--- src/rtl/turbo_output_packer.sv ---
// Packs the turbo encoder's serial bit-pair stream into WORD_W-bit words, tags frame ends
// and buffers them in a small FIFO. Optional macro PACKER_DROP_COUNT_EN adds a drop counter.
module turbo_output_packer #(
  parameter int unsigned WORD_W      = 8,
  parameter int unsigned FIFO_DEPTH  = 4,
  parameter int unsigned FRAME_PAIRS = 64
) (
  input  logic              clk,
  input  logic              reset,
  input  logic              in0,
  input  logic              in1,
  input  logic              in_valid,
  output logic [WORD_W-1:0] out_data,
  output logic              out_valid,
  input  logic              out_ready,
  output logic              out_last,
  output logic              frame_done,
  output logic              overflow
`ifdef PACKER_DROP_COUNT_EN
  ,
  output logic [7:0]        drop_count
`endif
);

  localparam int unsigned PAIRS_PER_WORD = WORD_W / 2;
  localparam int unsigned PAIR_W         = $clog2(FRAME_PAIRS) + 1;
  localparam int unsigned SLOT_W         = $clog2(PAIRS_PER_WORD);
  localparam int unsigned AW             = $clog2(FIFO_DEPTH);

  typedef enum logic [0:0] {IDLE, FILL} state_t;

  typedef struct packed {
    logic              last;
    logic [WORD_W-1:0] data;
  } entry_t;

  state_t              state;
  state_t              state_nxt;
  logic [PAIR_W-1:0]   pair_cnt;
  logic [SLOT_W-1:0]   slot_cnt;
  logic [WORD_W-1:0]   shreg;
  entry_t              mem [FIFO_DEPTH];
  logic [AW:0]         wr_ptr;
  logic [AW:0]         rd_ptr;

  logic                frame_end_c;
  logic                word_done_c;
  logic [WORD_W-1:0]   word_c;
  logic                empty_c;
  logic                full_c;
  logic                pop_c;
  logic                push_c;
  logic                drop_c;

  // In IDLE no pair of the frame is in yet, so only a one-pair frame can end there.
  always_comb begin
    frame_end_c = 1'b0;
    if (in_valid) begin
      if (state == IDLE) frame_end_c = (FRAME_PAIRS == 1);
      else               frame_end_c = (pair_cnt == PAIR_W'(FRAME_PAIRS - 1));
    end
  end

  assign word_done_c = in_valid && ((slot_cnt == SLOT_W'(PAIRS_PER_WORD - 1)) || frame_end_c);
  assign word_c      = shreg | (WORD_W'({in1, in0}) << {slot_cnt, 1'b0});

  // Extra pointer bit separates full from empty.
  assign empty_c = (wr_ptr == rd_ptr);
  assign full_c  = (wr_ptr[AW] != rd_ptr[AW]) && (wr_ptr[AW-1:0] == rd_ptr[AW-1:0]);
  assign pop_c   = !empty_c && out_ready;
  assign push_c  = word_done_c && (!full_c || pop_c);
  assign drop_c  = word_done_c && full_c && !pop_c;

  assign out_valid = !empty_c;
  assign out_data  = empty_c ? '0 : mem[rd_ptr[AW-1:0]].data;
  assign out_last  = !empty_c && mem[rd_ptr[AW-1:0]].last;

  // Frame-level state: IDLE until the first pair of a frame arrives.
  always_comb begin
    state_nxt = state;
    case (state)
      IDLE:    if (in_valid && !frame_end_c) state_nxt = FILL;
      FILL:    if (frame_end_c) state_nxt = IDLE;
      default: state_nxt = IDLE;
    endcase
  end

  always_ff @(posedge clk) begin
    if (reset) state <= IDLE;
    else       state <= state_nxt;
  end

  // Pair/slot counters and partial word; both clear at frame end.
  always_ff @(posedge clk) begin
    if (reset) begin
      pair_cnt <= '0;
      slot_cnt <= '0;
      shreg    <= '0;
    end else if (in_valid) begin
      if (frame_end_c) begin
        pair_cnt <= '0;
        slot_cnt <= '0;
        shreg    <= '0;
      end else begin
        pair_cnt <= pair_cnt + PAIR_W'(1);
        if (word_done_c) begin
          slot_cnt <= '0;
          shreg    <= '0;
        end else begin
          slot_cnt <= slot_cnt + SLOT_W'(1);
          shreg    <= word_c;
        end
      end
    end
  end

  always_ff @(posedge clk) begin
    if (push_c) mem[wr_ptr[AW-1:0]] <= '{last: frame_end_c, data: word_c};
  end

  always_ff @(posedge clk) begin
    if (reset) begin
      wr_ptr     <= '0;
      rd_ptr     <= '0;
      frame_done <= 1'b0;
      overflow   <= 1'b0;
    end else begin
      if (push_c) wr_ptr <= wr_ptr + (AW+1)'(1);
      if (pop_c)  rd_ptr <= rd_ptr + (AW+1)'(1);
      frame_done <= frame_end_c;
      if (drop_c) overflow <= 1'b1;
    end
  end

`ifdef PACKER_DROP_COUNT_EN
  always_ff @(posedge clk) begin
    if (reset)                              drop_count <= '0;
    else if (drop_c && drop_count != 8'hFF) drop_count <= drop_count + 8'd1;
  end
`endif

endmodule

--- config.mk ---
export PLATFORM = sky130hd
export DESIGN_NAME = turbo_output_packer
export DESIGN_NICKNAME = d
export VERILOG_FILES = /design/src/rtl/turbo_output_packer.sv
export SDC_FILE = /design/constraint.sdc
export NUM_CORES = 1
export LEC_CHECK = 0
export ABC_AREA = 1
export ABC_CLOCK_PERIOD_IN_PS = 1800
export BUFFER_PORTS_ARGS = -buffer_cell sky130_fd_sc_hd__buf_2
export CORE_UTILIZATION = 53
export DETAILED_ROUTE_END_ITERATION = 7
export PLACE_DENSITY = 0.73
export SLEW_MARGIN = 20
export SYNTH_ARGS = -nofsm -noshare
export SYNTH_HDL_FRONTEND = slang
export SYNTH_SLANG_ARGS = --single-unit
--- constraint.sdc ---
create_clock -name clk -period 1.8 [get_ports clk]
set_clock_uncertainty 0.15 [all_clocks]
set_input_delay 0.36 -clock clk [delete_from_list [all_inputs] [get_ports clk]]
set_output_delay 0.36 -clock clk [all_outputs]
set_load 0.1 [all_outputs]
Yosys cells after proc, flatten, opt, wreduce, memory -nomap -nowiden. Memory sizes are Yosys's and may differ from the RTL's. A register that Yosys moved wholly into a read port is not among the register bits. Cells that the tools add are included.

Flip-flop bits (word level): 26. RAM bits: 36. Input port bits: 6. Output and inout port bits: 12. Logic and storage cells: 50. Memories: 1.

Memory list: mem (words 4, bits a word 9, read ports 1, clocked after Yosys merged registers in 1, wr ports 1, line 42) `entry_t mem [FIFO_DEPTH];`.

Add/sub/neg operators: 4. Equal/unequal tests: 5. Shifts and indexed selects: 1. Muxes and demuxes: 15. Bitwise gates (word level): 2. Reductions and logical operators: 14.

Operator list (number): 8-bit 2-to-1 mux (3); 1-bit logical AND (8); 2-bit 2-to-1 mux (4); 8-bit bitwise OR (1); 2-bit by 3-bit left shift with 8-bit output (1); 7-bit by 1-bit adder with 7-bit output, second input constant (1); 7-bit by 6-bit equality test with 1-bit output, second input constant (1); 7-bit 2-to-1 mux (1); 3-bit by 1-bit adder with 3-bit output, second input constant (2); 1-bit 2-to-1 mux (6); 1-bit logical NOT (4); 3-bit equality test (1); 2-bit by 1-bit adder with 2-bit output, second input constant (1); 2-bit equality test (1); 2-bit equality test, second input constant (1); 1-bit logical OR (2); 1-bit one-hot mux with 2 select lines (1); 1-bit inequality test (1); 1-bit NOT (1).

Depth between registers and ports, before layout.
Depth after elaboration: 8. Depth in mapped cells: 9. Depth with buffers taken out: 9.

Least setup slack after synthesis. Ideal clock, no wire load.

Kind: register -> output. Start: register wr_ptr[0]. End: output out_data[0]. Arrival: 1.860 ns. Data required time: 1.290 ns. Path slack: -0.570 ns. Cell stages (with the launch flop): 9. Path buffers: 1. Path through: dfxtp_1 -> inv_2 -> nand2_1 -> nand2_1 -> nor2_2 -> nand2_1 -> buf_2 -> nand2_1 -> inv_1.

Word-level cells in the longest chain between the ends: 2.

Ends and longest elaborated chain: start, declared (line 43) `logic [AW:0] wr_ptr;`; start signal, assigned (line 128) `if (push_c) wr_ptr <= wr_ptr + (AW+1)'(1);`; 3-bit equality test (line 68) `assign empty_c = (wr_ptr == rd_ptr);`; 8-bit 2-to-1 mux (line 75) `assign out_data = empty_c ? '0 : mem[rd_ptr[AW-1:0]].data;`; end, declared (line 13) `output logic [WORD_W-1:0] out_data,`.

Every way passes these cells.

==> results.md <==
Outcome:
- The flow ran to the end, but the final reports show violations.
- The checks that failed: negative setup slack.

Drt:
- The wire length after detailed routing is 6980 um.
- The first-iteration detailed-routing DRC count is 250.
- In the final routed layout, each cell accounts on average for 17.6 um.
- The routed metal-1 wirelength is 2840 um.
- The detail route stage leaves a number of antenna-violating nets equal to 0.
- After detailed routing, the met3 layer carries 410 um of wire.
- The routed layout has 2187 vias.
- The wire length on met2 is 3500 um.
- Using the TritonRoute via totals, the vias-per-cell ratio works out to 5.51.
- The residual DRC count is 0.
- The top layer used by detailed routing is met4.
- The first-pass iteration count of the detailed router is 4.

Timing:
- Setup repair after global routing could not meet its margin everywhere.
- Hold is met by 0.141 ns.
- Derived from the worst setup path, the maximum achievable clock frequency is 0.454 GHz.
- The slew of the pin with the lowest slew margin is 0.483 ns.
- The final period demand of the worst path is 2.20 ns.
- The final-report max-slew violation count is 0.
- The worst pin sits at a relative slew slack of 68.0%.
- The count of endpoints failing hold in the final timing report is 0.
- The final setup violation count is 15.
- The final worst-path cycle share is 122%.
- Across all setup checks in the final design, the least slack found is -0.403 ns.

Yosys:
- After synthesis the cells add up to 2720 um^2.
- The mean instance size in the synthesized netlist is 9.94 um^2.
- The count of warnings emitted by yosys is 0.
- The commonest register cell after synthesis is sky130_fd_sc_hd__edfxtp_1.
- Yosys attributes the largest share of cell area to sky130_fd_sc_hd__edfxtp_1 (40%), sky130_fd_sc_hd__dfxtp_1 (21%), sky130_fd_sc_hd__nor2_1 (8.0%), sky130_fd_sc_hd__nand2_1 (5.4%), sky130_fd_sc_hd__o21ai_0 (3.9%).
- Counting flops with an async set or reset pin after synthesis yields a share of 0%.
- Counting flops with a built-in enable in the synthesized netlist gives 36.
- The register area share after synthesis is 60.3%.
- The biggest area contributor in the post-synthesis netlist is sky130_fd_sc_hd__edfxtp_1.
- The cell count after synthesis is 274.
- Summed over its instances, the top area cell type makes up 39.7% of the synthesized netlist area.
- The most frequent cell after synthesis is sky130_fd_sc_hd__nor2_1.
- The commonest cells after synthesis are sky130_fd_sc_hd__nor2_1 (58), sky130_fd_sc_hd__nand2_1 (39), sky130_fd_sc_hd__edfxtp_1 (36).
- The post-synthesis cell type count is 29.
- The number of nets handed over by synthesis was 287.
- The count of state elements after synthesis is 64.

Global routing:
- The remaining global-route overflow is 0.
- The number of antenna violations at the first check in global routing is 0.
- The first-pass GRT wire length is 9800 um.
- Entering global routing, the biggest net connects 19 pins.
- The number of global-route vias before repair is 2024.
- The global-route usage over all layers is 25.2%.

Layout:
- After the last flow step, the layout net total stands at 338.
- The repair_antennas step left the layout with diodes totalling 0.
- The area growth from synthesis to layout is 47.3%.
- The fraction of final layout cells with drive strength greater than 1 is 45.5%.

Die:
- The row count is 25.
- The die outline height is 73.7 um.
- The floorplan step defined a die boundary enclosing 5430 um^2.
- After floorplanning, the core was sized to cover 4850 um^2.
- The initial utilization of the core area, before any placement, comes to 56.2%.
- Measured along the x axis, the die boundary spans 73.7 um.
- The total I/O pin count is 18.

Power:
- The power share of the clock group is 30.0%.
- The power per cell area is 1100 nW/um^2.
- The switching power total is 1430 uW.
- The fraction of power spent switching nets is 32.6%.
- The maximum VDD drop is 736 uV.
- The total internal power is 2970 uW.
- The sequential power share is 37.7%.
- The leakage power summed over all cells is 0.00152 uW.
- Combinational logic burns 32.3% of the power.

Worst setup path:
- For the worst flop-to-flop path, the logic depth is 11.
- The most numerous cell on the critical path is sky130_fd_sc_hd__buf_12.
- Broken down by cell family, the worst path's largest delay share belongs to buffers and inverters.
- The endpoint type of the worst setup path is an output pin.
- The slowest cell on the critical path is sky130_fd_sc_hd__dfxtp_4.
- Walking the worst path, the cells encountered are buf_12 -> inv_12 -> nor2_4 -> o32ai_2 -> buf_4 -> nand2_4 -> clkinvlp_4 -> buf_12.
- In this run the critical register-to-register path is launched from rd_ptr[0]$_SDFFE_PP0P_.
- The sum of buffers and inverters on the critical path is 5.
- The element type at the critical path start is a flip-flop.
- The highest fanout seen on the critical path is 8.
- STA puts the critical path data required time at 1.29 ns.
- The arrival time of data at the critical path endpoint is 1.69 ns.
- Setup slack on the worst reg-to-reg path comes out at -0.09 ns.
- The destination of the worst register-to-register timing path is rd_ptr[0]$_SDFFE_PP0P_.
- The critical path start-end classification is reg -> out.
- For this run, the slowest stage of the critical path takes 0.38 ns.

Clock tree:
- The clock tree from TritonCTS is yes.
- The clock passes through at most 2 buffers.
- TritonCTS created 9 clock buffers.
- In this run the number of H-tree levels came out at 3.
- The buffer type at the clock tree root is sky130_fd_sc_hd__clkbuf_8.
- The clock-pin slew of the registers on the worst-case setup and hold paths is 0.07 ns.
- The clock net in this run drives a total of 64 sinks.
- The insertion delay of the later-clocked pin in the worst-skew pair is 0.33 ns.

Job:
- Across the run, the number of max-cap violations was 0.

Placed design:
- Prior to clock tree synthesis, the placed netlist has a worst setup slack of -0.174 ns.
- The half-perimeter wire length after detailed placement is 3450 um.
- The count of buffers added on input and output ports is 17.
- The routability congestion estimate is 0.775.

Min path:
- The path class of the tightest hold or removal check is in -> reg.
- The instance count along the most critical hold path is 2.
- The worst hold path endpoint is pair_cnt[1]$_SDFFE_PP0P_.
- The launch point of the worst hold path is reset.
how the worst max path moves through the flow:
stage / from / end / depth (start not counted)
global route: flip-flop / out_data[3] / 8
CTS: flip-flop / out_data[0] / 7
finish: flip-flop / out_data[3] / 8
global placement: flip-flop / out_data[3] / 6
floorplan: wr_ptr[0]$_SDFFE_PP0P_ / out_data[0] / 8
detailed placement: flip-flop / out_data[0] / 6
through the flow:
stage | util [%] | area [um^2] | setup TNS (ns) | total power [uW] | cells
2_1_floorplan | - | 2860 | -1.03 | 2390 | 274
3_3_place_gp | 68.2 | 3310 | -0.752 | 2700 | 366
3_5_place_dp | 68.2 | 3310 | -1.15 | 2720 | 366
4_1_cts | 76.5 | 3710 | -3.17 | 4140 | 386
5_1_grt | 82.7 | 4010 | -4.70 | 4540 | 397
6_report | 82.7 | 4010 | -3.85 | 4400 | 397
power by group through the flow:
stage | combinational, uW | sequential, uW | clock [uW]
after floorplan | 761 | 1630 | 0
after global placement | 1050 | 1650 | 0
after detailed placement | 1070 | 1650 | 0
after CTS | 1190 | 1640 | 1310
after global routing | 1480 | 1660 | 1400
final | 1420 | 1660 | 1320
repair_timing:
| action | 4_1_cts | 5_1_grt |
|---|---|---|
| setup buffers | 3 | 10 |
| gates cloned | 2 | 2 |
| resized for setup | 35 | 48 |
| setup endpoints to repair | 10 | 45 |
| pin swaps | 7 | 18 |
| hold buffers | 0 | 0 |
kinds of logic (layout without fill, tap and decap cells):
kind of cell / Yosys count / after routing / synth area share (%)
fa+ha+maj: 7 / 7 / 3.22
simple gates: 112 / 112 / 17.6
buf+inv: 39 / 95 / 6.15
xor+xnor: 5 / 5 / 1.61
compound gates: 47 / 47 / 11.2
flops: 64 / 64 / 60.3
flip-flops by register name (all words and copies together) (netlist names), named ones only:
signal,cells
frame_done,1
mem,36
overflow,1
pair_cnt,7
rd_ptr,3
shreg,8
slot_cnt,2
wr_ptr,3
worst register-to-register path, stage by stage (launching register included):
cell	delay [ns]
sky130_fd_sc_hd__dfxtp_2	0.38
sky130_fd_sc_hd__inv_2	0.09
sky130_fd_sc_hd__nand2_2	0.08
sky130_fd_sc_hd__nand2_2	0.08
sky130_fd_sc_hd__nor2_4	0.13
sky130_fd_sc_hd__nand2_4	0.08
sky130_fd_sc_hd__clkbuf_16	0.17
sky130_fd_sc_hd__buf_8	0.12
sky130_fd_sc_hd__buf_4	0.15
sky130_fd_sc_hd__nand2_4	0.10
sky130_fd_sc_hd__o21ai_2	0.08
sky130_fd_sc_hd__a21oi_1	0.20
cell type report:
class	count	area, um^2
repair inverters	1	8.76
multi-input cells	171	1280
inverters	30	159
fillers	234	837
repair buffers	48	604
flip-flops and latches	64	1660
clock buffers	14	184
well taps	67	83.8
clock inverters	2	35.0
cells in the final DEF (no fill, tap or decap), types with 7 or more instances in the layout:
master / count
sky130_fd_sc_hd__nor2_1: 44
sky130_fd_sc_hd__edfxtp_1: 36
sky130_fd_sc_hd__nand2_1: 24
sky130_fd_sc_hd__dfxtp_1: 19
sky130_fd_sc_hd__buf_4: 19
sky130_fd_sc_hd__inv_1: 15
sky130_fd_sc_hd__buf_12: 15
sky130_fd_sc_hd__nand2_4: 13
sky130_fd_sc_hd__nor2_4: 12
sky130_fd_sc_hd__clkbuf_8: 11
sky130_fd_sc_hd__o21ai_0: 10
sky130_fd_sc_hd__clkinvlp_4: 9
sky130_fd_sc_hd__a31o_2: 8
sky130_fd_sc_hd__nand2_2: 7
sky130_fd_sc_hd__buf_2: 7
metal layers:
metal | vias to the layer above | GRT usage [%]
met5 | - | 0
met4 | 0 | 12.2
met3 | 26 | 5.21
met2 | 100 | 41.6
met1 | 1034 | 31.6
li1 | 1027 | -
(Power assumes the default switching activity.)
